## src/rtl/y86_decode_pipe.sv

```systemverilog
// y86_decode_pipe
// Registered Y86 decode stage between fetch and execute.
// Takes one raw instruction window per cycle over valid/ready. It splits the
// window into icode/ifun, register IDs, constant and fall-through PC. It also
// computes the instruction length and flags illegal encodings. A main output
// register plus one skid register let fetch and execute stall independently.
// Once HALT or an illegal instruction is accepted, intake stops until a flush.
//
// Parameters: WORD_BYTES (4 or 8), PC_W (PC width in bits).
// Ports:
//   clk, rst (sync, active-high), flush (sync pipeline flush)
//   in_valid/in_ready, in_pc, in_inst  : fetch side, byte k at in_inst[8k+7:8k]
//   out_valid/out_ready                : execute side
//   out_icode, out_ifun, out_rA, out_rB, out_valC, out_valP, out_len, out_err
module y86_decode_pipe #(
    parameter int WORD_BYTES = 4,
    parameter int PC_W       = 16,
    localparam int IW        = 8 * (2 + WORD_BYTES),
    localparam int W         = 8 * WORD_BYTES
) (
    input  logic            clk,
    input  logic            rst,
    input  logic            flush,
    input  logic            in_valid,
    output logic            in_ready,
    input  logic [PC_W-1:0] in_pc,
    input  logic [IW-1:0]   in_inst,
    output logic            out_valid,
    input  logic            out_ready,
    output logic [3:0]      out_icode,
    output logic [3:0]      out_ifun,
    output logic [3:0]      out_rA,
    output logic [3:0]      out_rB,
    output logic [W-1:0]    out_valC,
    output logic [PC_W-1:0] out_valP,
    output logic [3:0]      out_len,
    output logic            out_err
);

    localparam logic [3:0] I_HALT  = 4'h0;
    localparam logic [3:0] I_NOP   = 4'h1;
    localparam logic [3:0] I_CMOV  = 4'h2;
    localparam logic [3:0] I_IRMOV = 4'h3;
    localparam logic [3:0] I_RMMOV = 4'h4;
    localparam logic [3:0] I_MRMOV = 4'h5;
    localparam logic [3:0] I_OPL   = 4'h6;
    localparam logic [3:0] I_JXX   = 4'h7;
    localparam logic [3:0] I_CALL  = 4'h8;
    localparam logic [3:0] I_RET   = 4'h9;
    localparam logic [3:0] I_PUSH  = 4'hA;
    localparam logic [3:0] I_POP   = 4'hB;
    localparam logic [3:0] R_NONE  = 4'hF;

    localparam logic [3:0] LEN_MEM = 4'(2 + WORD_BYTES);
    localparam logic [3:0] LEN_JMP = 4'(1 + WORD_BYTES);

    // One decoded entry, packed so main and skid registers move as a unit.
    localparam int EW = 16 + W + PC_W + 5;
    localparam logic [EW-1:0] RESET_E = {4'h0, 4'h0, R_NONE, R_NONE,
                                         {W{1'b0}}, {PC_W{1'b0}}, 4'h0, 1'b0};

    logic [3:0]      d_icode, d_ifun, d_ra, d_rb, d_len;
    logic [W-1:0]    d_valc;
    logic [PC_W-1:0] d_valp;
    logic            d_err;
    logic [EW-1:0]   dec_e, main_e, skid_e;
    logic            main_valid, skid_valid, halt_lock;
    logic            accept, main_free;

    always_comb begin
        d_icode = in_inst[7:4];
        d_ifun  = in_inst[3:0];
        d_err   = 1'b0;
        d_len   = 4'd1;
        d_ra    = R_NONE;
        d_rb    = R_NONE;
        d_valc  = '0;
        case (d_icode)
            I_HALT, I_NOP, I_RET: d_err = (d_ifun != 4'h0);
            I_CMOV, I_OPL: begin
                d_err = (d_icode == I_OPL) ? (d_ifun > 4'd3) : (d_ifun > 4'd6);
                d_len = 4'd2;
                d_ra  = in_inst[15:12];
                d_rb  = in_inst[11:8];
            end
            I_IRMOV, I_RMMOV, I_MRMOV: begin
                d_err  = (d_ifun != 4'h0);
                d_len  = LEN_MEM;
                d_ra   = (d_icode == I_IRMOV) ? R_NONE : in_inst[15:12];
                d_rb   = in_inst[11:8];
                d_valc = in_inst[16 +: W];
            end
            I_JXX, I_CALL: begin
                d_err  = (d_icode == I_JXX) ? (d_ifun > 4'd6) : (d_ifun != 4'h0);
                d_len  = LEN_JMP;
                d_valc = in_inst[8 +: W];
            end
            I_PUSH, I_POP: begin
                d_err = (d_ifun != 4'h0);
                d_len = 4'd2;
                d_ra  = in_inst[15:12];
            end
            default: d_err = 1'b1;
        endcase
        // Illegal entries still flow downstream, but as a harmless 1-byte shell.
        if (d_err) begin
            d_len  = 4'd1;
            d_ra   = R_NONE;
            d_rb   = R_NONE;
            d_valc = '0;
        end
        d_valp = in_pc + PC_W'(d_len);
        dec_e  = {d_icode, d_ifun, d_ra, d_rb, d_valc, d_valp, d_len, d_err};
    end

    assign in_ready  = !skid_valid && !halt_lock;
    assign accept    = in_valid && in_ready;
    assign main_free = !main_valid || out_ready;

    always_ff @(posedge clk) begin
        if (rst) begin
            main_valid <= 1'b0;
            skid_valid <= 1'b0;
            halt_lock  <= 1'b0;
            main_e     <= RESET_E;
            skid_e     <= RESET_E;
        end else if (flush) begin
            main_valid <= 1'b0;
            skid_valid <= 1'b0;
            halt_lock  <= 1'b0;
        end else begin
            if (main_free) begin
                // accept is impossible while skid is full, so no conflict here.
                if (skid_valid) begin
                    main_e     <= skid_e;
                    main_valid <= 1'b1;
                    skid_valid <= 1'b0;
                end else if (accept) begin
                    main_e     <= dec_e;
                    main_valid <= 1'b1;
                end else begin
                    main_valid <= 1'b0;
                end
            end else if (accept) begin
                skid_e     <= dec_e;
                skid_valid <= 1'b1;
            end
            if (accept && (d_err || d_icode == I_HALT))
                halt_lock <= 1'b1;
        end
    end

    assign out_valid = main_valid;
    assign {out_icode, out_ifun, out_rA, out_rB,
            out_valC, out_valP, out_len, out_err} = main_e;

endmodule

```

## config.mk

```make
export PLATFORM = sky130hd
export DESIGN_NAME = y86_decode_pipe
export DESIGN_NICKNAME = d
export VERILOG_FILES = /design/src/rtl/y86_decode_pipe.sv
export SDC_FILE = /design/constraint.sdc
export NUM_CORES = 1
export LEC_CHECK = 0
export BUFFER_PORTS_ARGS = -buffer_cell sky130_fd_sc_hd__buf_2
export CAP_MARGIN = 25
export CELL_PAD_IN_SITES_DETAIL_PLACEMENT = 0
export CELL_PAD_IN_SITES_GLOBAL_PLACEMENT = 1
export CORE_UTILIZATION = 35
export DETAILED_ROUTE_END_ITERATION = 7
export PLACE_DENSITY_LB_ADDON = 0.1
export SETUP_SLACK_MARGIN = 0.02
export SLEW_MARGIN = 20
export SYNTH_ARGS = -nofsm -noshare
export SYNTH_HDL_FRONTEND = slang
export SYNTH_SLANG_ARGS = --single-unit
```

## constraint.sdc

```tcl
create_clock -name clk -period 7.65 [get_ports clk]
set_clock_uncertainty 0.1 [all_clocks]
set_input_delay 1.53 -clock clk [delete_from_list [all_inputs] [get_ports clk]]
set_output_delay 1.53 -clock clk [all_outputs]
set_load 0.02 [all_outputs]
```

# == Yosys cells after proc, flatten, opt, wreduce, memory -nomap -nowiden ==
# Cells that the tools add are included.
# classes
add_sub_neg,1
order_cmp,2
n_eq_ne,11
n_mux,16
n_bitwise,2
reduce_logical,21
# ops
op,count
69-bit two-way mux,2
32-bit case mux with 2 select lines,1
32-bit two-way mux,1
4-bit two-way mux,5
16-bit by 4-bit adder with 16-bit output,1
4-bit by 3-bit == test with 1-bit output (second input constant),4
4-bit == test (second input constant),4
3-bit case mux with 3 select lines,1
4-bit by 2-bit == test with 1-bit output (second input constant),2
4-bit case mux with 2 select lines,1
8-bit OR reduction,1
3-bit AND reduction,2
2-bit OR reduction,3
3-bit OR reduction,2
5-bit OR reduction,1
4-bit by 1-bit == test with 1-bit output (second input constant),1
4-bit by 2-bit > comparator with 1-bit output (second input constant),1
4-bit by 3-bit > comparator with 1-bit output (second input constant),1
4-bit zero test,1
1-bit two-way mux,4
4-bit nonzero test,1
4-bit OR reduction,1
1-bit logical AND,3
1-bit zero test,3
other kinds (4),6
# word_totals
reg_bits,141
in_bits,69
output_inout_bits,71

# == Logic depth before layout (Yosys ltp) ==
# Gate-level depths: netlist of the first run.
# depth
depth_word,7
mapped_depth,14

# == Worst setup path before layout of the first run ==
# OpenSTA, ideal clock, no wires.
# synth_timing
kind,input to register
startpoint,input in_inst[4]
endpoint,register skid_e[19]
setup_ns,0.086
arrival_ns,4.041
setup_slack_ns,3.423
path_stages,12
path_buffers,1
cell_sequence,buf_2 -> and4_4 -> a2111oi_4 -> o32ai_2 -> nor3b_4 -> inv_1 -> fa_1 -> nor2b_1 -> o21ai_0 -> nor3_1 -> xnor2_1 -> a211oi_1
# synth_via
elab_chain_len,5
word_cells_on_any_way,23
cone_classes,add/sub (1); eq/ne (11); mux (5); reduce/logical (6)
# synth_rtl
item,line_no,source
start: declaration,27,"input logic [IW-1:0] in_inst,"
"4-bit by 2-bit == test with 1-bit output, or another cell as far along",78,case (d_icode)
"8-bit OR reduction (no line), or another cell as far along",--,
1-bit case mux with 3 select lines / 3-bit case mux with 3 select lines (equally long branches),78,
4-bit two-way mux (*),106,if (d_err) begin
net d_len[1],62,"logic [3:0] d_icode, d_ifun, d_ra, d_rb, d_len;"
16-bit by 4-bit adder with 16-bit output (*),112,d_valp = in_pc + PC_W'(d_len);
end signal: assignment,126,skid_e <= RESET_E;
end signal: assignment,145,skid_e <= dec_e;
end: declaration,66,"logic [EW-1:0] dec_e, main_e, skid_e;"
# Mark *: on every way through the listed nets, which the timed path passes. The rest lies on a longest branch.
# A chain may end at the register's enable or synchronous reset.

# == Worst setup path in the final report of the first run ==
# layout_timing
startpoint,input in_inst[7]
endpoint,register skid_e[19]
# Same word-level chain as after synthesis.

==> qor.yml, run 1 <==
setup_path:
  path_cells: "buf_2 > o21ai_0 > and3_1 > o32ai_4 > nor3b_4 > inv_2 > ha_1 > inv_1 > fa_1 > nor2b_1 > o21ai_0 > nor3_1 > xnor2_1 > a211oi_1"
  cp-end-kind: "register"
  r2r-start: "skid_valid"
  worstPathRequired_ns: 7.81
  worstSetupPathType: "in -> reg"
  cp-startpoint: "in_inst[7]"
  cp-start-kind: "primary input"
  cpMostUsedCell: "o21ai_0"
  slowest_delay_ns: 0.64
  cp_slowest_cell: "buf_2"
  worstPathArrival_ns: 4.62
  crit_fanout: 43
synthesis:
  synth_top_area_frac: 0.3834
  synthCells: 852
  avgSynthCellArea_um2: 8.519
  netlist_area_mm2: 0.007258
  yosys.area.top_type: "dfxtp_1"
  synth-edff-count: 0
  async_flop_share: 0
  yosys-top-cells-area: "dfxtp_1 (38%), mux2i_1 (5.8%), a211oi_2 (5.2%), a21oi_1 (4.3%), o32ai_1 (3.9%)"
  synth_warnings: 0
  ys_ff_latch: 139
  yosysSeqAreaShare: 0.3834
  dominantRegCellSynth: "dfxtp_1"
  syn_nets: 925
  synth.distinct_cells: 54
  synthMostInstantiatedCell: "dfxtp_1"
  synth_commonest_cells: "dfxtp_1 (139), clkbuf_1 (65), a21oi_1 (63)"
global_routing:
  grt_pass1_vias: 6932
  grt_usage: 0.2290
  grt_pass1_wl_mm: 38.58
  grt_antenna_before_repair: 1
  grt_start_max_net_pins: 97
  grt-ovfl-total: 0
sta:
  slew_violations: 0
  setup_viol: 0
  fmax_ghz: 0.2239
  fin_crit_sh: 0.5837
  rsz0062_at_grt: "no"
  relSlewSlack: 0.3050
  tightest_slew_ns: 1.042
  hold_viol: 0
  fin_tns_setup_ns: 0
  period_needed_ns: 4.466
route:
  wirelength_mm: 24.04
  viasPerCell: 5.673
  drtIter0Drc: 409
  firstDrtPassIters: 5
  routed-via-count: 6944
  drc: 0
  ant_nets: 0
  routedWlPerCell_um: 19.64
placed_design:
  place.gp.congestion: 0.8334
  dp_hpwl_mm: 15.25
  place_inst: 1191
  port_buffers: 138
cells_and_area:
  area_growth_pct: 20.76
  nets: 1014
  instances_no_fill: 1224
  drive_above_1_share: 0.2403
  post-route-util: 0.4318
cts:
  holdBufCountCts: 0
  htreeDepth: 4
  postCtsSetupBuffers: 0
  clockBufferDepth: 2
  clock-root-buffer: "clkbuf_16"
  clock_sinks: 139
  cts_made_buffers: 17
  clk_latency_ns: 0.42
  post_cts_resized: 0
  clk_pin_slew_ns: 0.06
  tritoncts: "done"
die:
  die_y_um: 146.0
  dieArea_mm2: 0.02132
  rows: 52
  dieWidth_um: 146.0
  initial_core_util: 0.3576
  ios: 140
  core_mm2: 0.02030
min_path:
  min_from: "main_e[9]"
  hp-class: "reg -> reg"
pwr:
  power.clock.fraction: 0.462
  leakage_nw: 3.335
  p_total_mw: 1.919
  vdd_drop_max_v: 0.0001372
  switchingPower_mw: 0.5174
  switching_share: 0.2696
  cellPowerDensity_mw_per_mm2: 219.0
  comb_power_share: 0.142
  p_int_mw: 1.402
  seqPwrFrac: 0.396
flow_run:
  cap_violations: 0
outcome:
  outcome: "complete, no violations"
-- worst paths after layout --
check,to,slack (ns),depth (start not counted)
hold / removal,main_e[9],0.35,2
hold reg to reg,main_e[9],0.35,2
setup reg to reg,skid_e[55],4.62,7
setup / recovery,skid_e[19],3.18,14
-- per-stage QoR --
| stage | hold WS (ns) | setup WS [ns] | area, um2 |
|---|---|---|---|
| after floorplan | 0.3312 | 3.423 | 7258 |
| after global placement | 0.3364 | 2.888 | 8083 |
| after detailed placement | 0.3440 | 2.810 | 8110 |
| after CTS | 0.3531 | 3.210 | 8735 |
| after global routing | 0.3772 | 2.912 | 8762 |
| final | 0.3511 | 3.184 | 8765 |
-- power groups by stage --
| stage | Clock [mW] | Sequential (mW) | Combinational, mW |
|---|---|---|---|
| 6_report | 0.886 | 0.761 | 0.273 |
| 5_1_grt | 0.936 | 0.763 | 0.296 |
| 4_1_cts | 0.904 | 0.760 | 0.271 |
| 3_5_place_dp | 0 | 0.776 | 0.270 |
| 3_3_place_gp | 0 | 0.776 | 0.265 |
| 2_1_floorplan | 0 | 0.800 | 0.148 |
-- metal layers --
| metal | vias up | track usage | part of all wire |
|---|---|---|---|
| met4 | 0 | 0.07500 | 0.015 |
| li1 | 3308 | - | - |
| met2 | 223 | 0.3713 | 0.47 |
| met1 | 3390 | 0.3049 | 0.47 |
| met5 | - | 0 | 0 |
| met3 | 23 | 0.04451 | 0.051 |
-- placed cells by master, fill, tap and decap left out, types with 6 or more instances in the layout --
cell / n
a21oi_1: 63
nor2b_1: 35
buf_4: 15
inv_1: 43
o21ai_0: 16
nand2_1: 61
a211oi_1: 25
xnor2_1: 11
nand3b_1: 32
mux2i_1: 42
dfxtp_1: 139
a211oi_2: 30
nand3_1: 12
a221oi_1: 6
nor2_1: 54
clkbuf_16: 17
o32ai_1: 32
nor3_1: 28
o22ai_1: 33
buf_2: 137
a31oi_1: 8
o31ai_1: 36
-- cells by family (layout without fill, tap and decap cells) --
kind of cell	Yosys count	count (layout)	share of synthesized area
AO/OA/AOI/OAI	276	276	0.2856
other	1	2	0.0005167
adder cells (fa/ha/maj)	4	4	0.007930
multiplexers	42	42	0.05792
AND/OR/NAND/NOR	247	247	0.1763
flip-flops	139	139	0.3834
buffers and inverters	130	231	0.07257
XOR/XNOR	13	13	0.01569
-- critical path, delay by kind of cell --
| family | cells | cell delay, ns |
|---|---|---|
| and+or+nand+nor | 4 | 0.83 |
| buffers and inverters | 3 | 0.80 |
| AOI/OAI and AO/OA | 4 | 0.66 |
| adders and majority gates | 2 | 0.59 |
| xor gates and xnor gates | 1 | 0.19 |
-- sequential cells by signal, summed over array words and instances (netlist names) --
register,count
skid_e,68
skid_valid,1
halt_lock,1
main_e,68
out_valid,1
-- area by class of cell --
class | count | area, um2
Fill cell | 2098 | 11530
Multi-Input combinational cell | 583 | 3991
Sequential cell | 139 | 2783
Clock buffer | 19 | 452.9
Clock inverter | 12 | 171.4
Antenna cell | 1 | 2.502
Timing Repair Buffer | 154 | 853.3
Tap cell | 270 | 337.8
Inverter | 46 | 172.7
(Power assumes the default switching activity.)
==> run 2: changes to the inputs <==
--- a/config.mk
+++ b/config.mk
@@ -5,6 +5,7 @@
 export SDC_FILE = /design/constraint.sdc
 export NUM_CORES = 1
 export LEC_CHECK = 0
+export ABC_AREA = 1
 export BUFFER_PORTS_ARGS = -buffer_cell sky130_fd_sc_hd__buf_2
 export CAP_MARGIN = 25
 export CELL_PAD_IN_SITES_DETAIL_PLACEMENT = 0
==> constraint.sdc (replaced) <==
create_clock -name clk -period 4.45 [get_ports clk]
set_clock_uncertainty 0.1 [all_clocks]
set_input_delay 0.89 -clock clk [delete_from_list [all_inputs] [get_ports clk]]
set_output_delay 0.89 -clock clk [all_outputs]
set_load 0.02 [all_outputs]
==> run 2 against run 1 <==
Against the previous run: via count is 0.49% higher; worst setup slack got worse by 1.9 ns; worst hold slack improved by 0.017 ns; non-clock buffer count is 4 lower; clock-buffer cell count up 2.
==> qor.yml, run 2 <==
outcome:
  outcome: "complete, no violations"  # unchanged
cells_and_area:
  instances_no_fill: 1377  # was 1,224
  area_growth_pct: 20.32  # was 20.76%
  post-route-util: 0.4336  # was 0.4318
  layout_common_cells: "nand2_1 (249), a21oi_1 (159), o21ai_0 (139), dfxtp_1 (138), buf_2 (138)"  # was dfxtp_1 (139), buf_2 (137), a21oi_1 (63), nand2_1 (61), nor2_1 (54)
  n_fill_cell: 2065  # was 2,098
  nets: 1175  # was 1,014
  final_common_cell: "nand2_1"  # was dfxtp_1
  drive_above_1_share: 0.1839  # was 0.2403
  top_regs: "main_e (68), skid_e (68)"  # unchanged
route:
  firstDrtPassIters: 7  # was 5
  wirelength_mm: 22.25  # was 24.04 mm
  drtIter0Drc: 425  # was 409
  viasPerCell: 5.068  # was 5.673
  routedWlPerCell_um: 16.16  # was 19.64 um
  drc: 0  # unchanged
  ant_nets: 0  # unchanged
  routed-via-count: 6978  # was 6,944
synthesis:
  yosysSeqAreaShare: 0.4087  # was 0.3834
  netlist_area_mm2: 0.006809  # was 0.007258 mm2
  async_flop_share: 0  # unchanged
  avgSynthCellArea_um2: 6.735  # was 8.519 um2
  dominantRegCellSynth: "dfxtp_1"  # unchanged
  synth.distinct_cells: 33  # was 54
  synth_warnings: 0  # unchanged
  yosys-top-cells-area: "dfxtp_1 (41%), nand2_1 (14%), a21oi_1 (12%), o21ai_0 (10%), nor2_1 (5.0%)"  # was dfxtp_1 (38%), mux2i_1 (5.8%), a211oi_2 (5.2%), a21oi_1 (4.3%), o32ai_1 (3.9%)
  synthCells: 1011  # was 852
  syn_nets: 1084  # was 925
  synth_top_area_frac: 0.4087  # was 0.3834
  synth-edff-count: 0  # unchanged
  synthMostInstantiatedCell: "nand2_1"  # was dfxtp_1
  synth_commonest_cells: "nand2_1 (249), a21oi_1 (159), dfxtp_1 (139), o21ai_0 (139), nor2_1 (90)"  # was dfxtp_1 (139), clkbuf_1 (65), a21oi_1 (63)
  yosys.area.top_type: "dfxtp_1"  # unchanged
  ys_ff_latch: 139  # unchanged
pwr:
  cellPowerDensity_mw_per_mm2: 390.4  # was 219.0 mW/mm2
  leakage_nw: 3.801  # was 3.335 nW
  p_total_mw: 3.199  # was 1.919 mW
  vdd_drop_max_v: 0.0002660  # was 0.0001372 V
placed_design:
  dp_worst_setup_slack_ns: 0.8681  # was 2.810 ns
  place.gp.congestion: 0.8149  # was 0.8334
  port_buffers: 138  # unchanged
  dp_hpwl_mm: 13.93  # was 15.25 mm
  place_inst: 1343  # was 1,191
die:
  core_mm2: 0.01889  # was 0.02030 mm2
  dieWidth_um: 141.5  # was 146.0 um
  rows: 50  # was 52
  initial_core_util: 0.3604  # was 0.3576
  die_y_um: 141.5  # was 146.0 um
  dieArea_mm2: 0.02002  # was 0.02132 mm2
  ios: 140  # unchanged
global_routing:
  grt_antenna_before_repair: 3  # was 1
  grt-ovfl-total: 0  # unchanged
  grt_pass1_vias: 6382  # was 6,932
  grt_start_max_net_pins: 79  # was 97
  grt_usage: 0.2242  # was 0.2290
  grt_pass1_wl_mm: 34.68  # was 38.58 mm
sta:
  slew_violations: 0  # unchanged
  fmax_ghz: 0.3140
  fin_crit_sh: 0.7157
  tightest_slew_ns: 0.9615  # was 1.042 ns
  period_needed_ns: 3.185
  hold_viol: 0  # unchanged
  layout_setup_ws_ns: 1.265  # was 3.184 ns
  rsz0062_at_grt: "no"  # unchanged
  setup_viol: 0  # unchanged
  relSlewSlack: 0.3581  # was 0.3050
  fin_tns_setup_ns: 0  # unchanged
cts:
  htreeDepth: 4  # unchanged
  postCtsSetupBuffers: 0  # unchanged
  tritoncts: "done"  # unchanged
  clock-root-buffer: "clkbuf_16"  # unchanged
  cts_made_buffers: 17  # unchanged
  post_cts_resized: 0  # unchanged
  clockBufferDepth: 2  # unchanged
  clk_latency_ns: 0.42  # about the same
  clock_sinks: 139  # unchanged
  holdBufCountCts: 0  # unchanged
  clk_pin_slew_ns: 0.06  # about the same
setup_path:
  worstSetupPathType: "in -> reg"  # unchanged
  cp-end-kind: "register"  # unchanged
  cp_slowest_cell: "fa_1"  # was buf_2
  worstPathRequired_ns: 4.69  # was 7.81 ns
  cp-start-kind: "primary input"  # unchanged
  crit_fanout: 7  # was 43
  slowest_delay_ns: 0.40  # was 0.64 ns
  worstPathArrival_ns: 3.42  # was 4.62 ns
  r2r_slack_ns: 2.15  # was 4.62 ns
  path_cells: "buf_2 > inv_2 > nor2_1 > nand2_1 > nand2_1 > nor2_2 > inv_2 > nand3_2 > ha_1 > inv_1 > fa_1 > inv_1 > nand2_1 > a21boi_2 > nand2_1 > xnor2_1 > nand2_1 > a21oi_1"  # was buf_2 > o21ai_0 > and3_1 > o32ai_4 > nor3b_4 > inv_2 > ha_1 > inv_1 > fa_1 > nor2b_1 > o21ai_0 > nor3_1 > xnor2_1 > a211oi_1
  cpMostUsedCell: "nand2_1"  # was o21ai_0
min_path:
  hp-class: "reg -> reg"  # unchanged
flow_run:
  cap_violations: 0  # unchanged
[run 2: changes by cell type after synthesis, sizes merged, moves of 28 or more]
cell,previous run,this run
a21oi,63,159
clkbuf,65,36
nor2,55,92
a211oi,55,0
o32ai,33,0
nand2,61,254
nand3b,32,4
nor2b,35,0
nand4,4,42
mux2i,42,0
o31ai,36,0
o21ai,16,141
o22ai,33,0
[run 2: layout make-up]
cell class	count	area, um2	area share
diodes	2	5.005	0.0006109
clock buffers	21	460.4	0.05620
clock inverters	11	118.9	0.01451
inverters	56	215.2	0.02627
multi-input cells	738	3466	0.4230
flip-flops and latches	139	2784	0.3398
well taps	260	325.3	0.03971
repair buffers	150	818.3	0.09988
[run 2: critical path, delay by kind of cell]
family	cells	cell delay, ns
and+or+nand+nor	8	0.88
adders and majority gates	2	0.56
buffers and inverters	5	0.45
AOI/OAI and AO/OA	2	0.44
xor gates and xnor gates	1	0.19
[run 2: kinds of logic after synthesis]
family / share of synthesized area
AND/OR/NAND/NOR: 0.2675
flip-flops: 0.4087
other: 0.0005507
adder cells (fa/ha/maj): 0.008453
AO/OA/AOI/OAI: 0.2249
XOR/XNOR: 0.006433
buffers and inverters: 0.08343
[run 2: through the flow]
| stage | hold slack [ns] | instance area [um2] |
|---|---|---|
| 6_report | 0.3680 | 8193 |
| 5_1_grt | 0.3961 | 8188 |
| 4_1_cts | 0.3713 | 8188 |
| 3_5_place_dp | 0.3564 | 7609 |
| 3_3_place_gp | 0.3521 | 7606 |
| 2_1_floorplan | 0.3412 | 6809 |
[run 2: report_power, final]
| group | total, mW | internal [mW] | switching [mW] |
|---|---|---|---|
| clock | 1.42 | 0.853 | 0.566 |
| combinational | 0.452 | 0.141 | 0.311 |
| sequential | 1.33 | 1.30 | 0.0279 |
| total | 3.20 | 2.29 | 0.905 |
[run 2: path summary, 6_finish.rpt]
path                                  from  depth (start not counted)    endpoint
worst max register to register  skid_valid                          5  main_e[26]
worst max-delay path            in_inst[7]                         18  main_e[13]
worst min-delay path            main_e[57]                          2  main_e[57]
worst min register to register  main_e[57]                          2  main_e[57]
[run 2: metal layers]
| metal | up-vias | GRT usage | wire length [um] |
|---|---|---|---|
| li1 | 3545 | - | - |
| met2 | 183 | 0.3562 | 10110 |
| met3 | 17 | 0.05062 | 1088 |
| met4 | 2 | 0.05150 | 204 |
| met1 | 3231 | 0.3086 | 10840 |
| met5 | - | 0 | 13 |
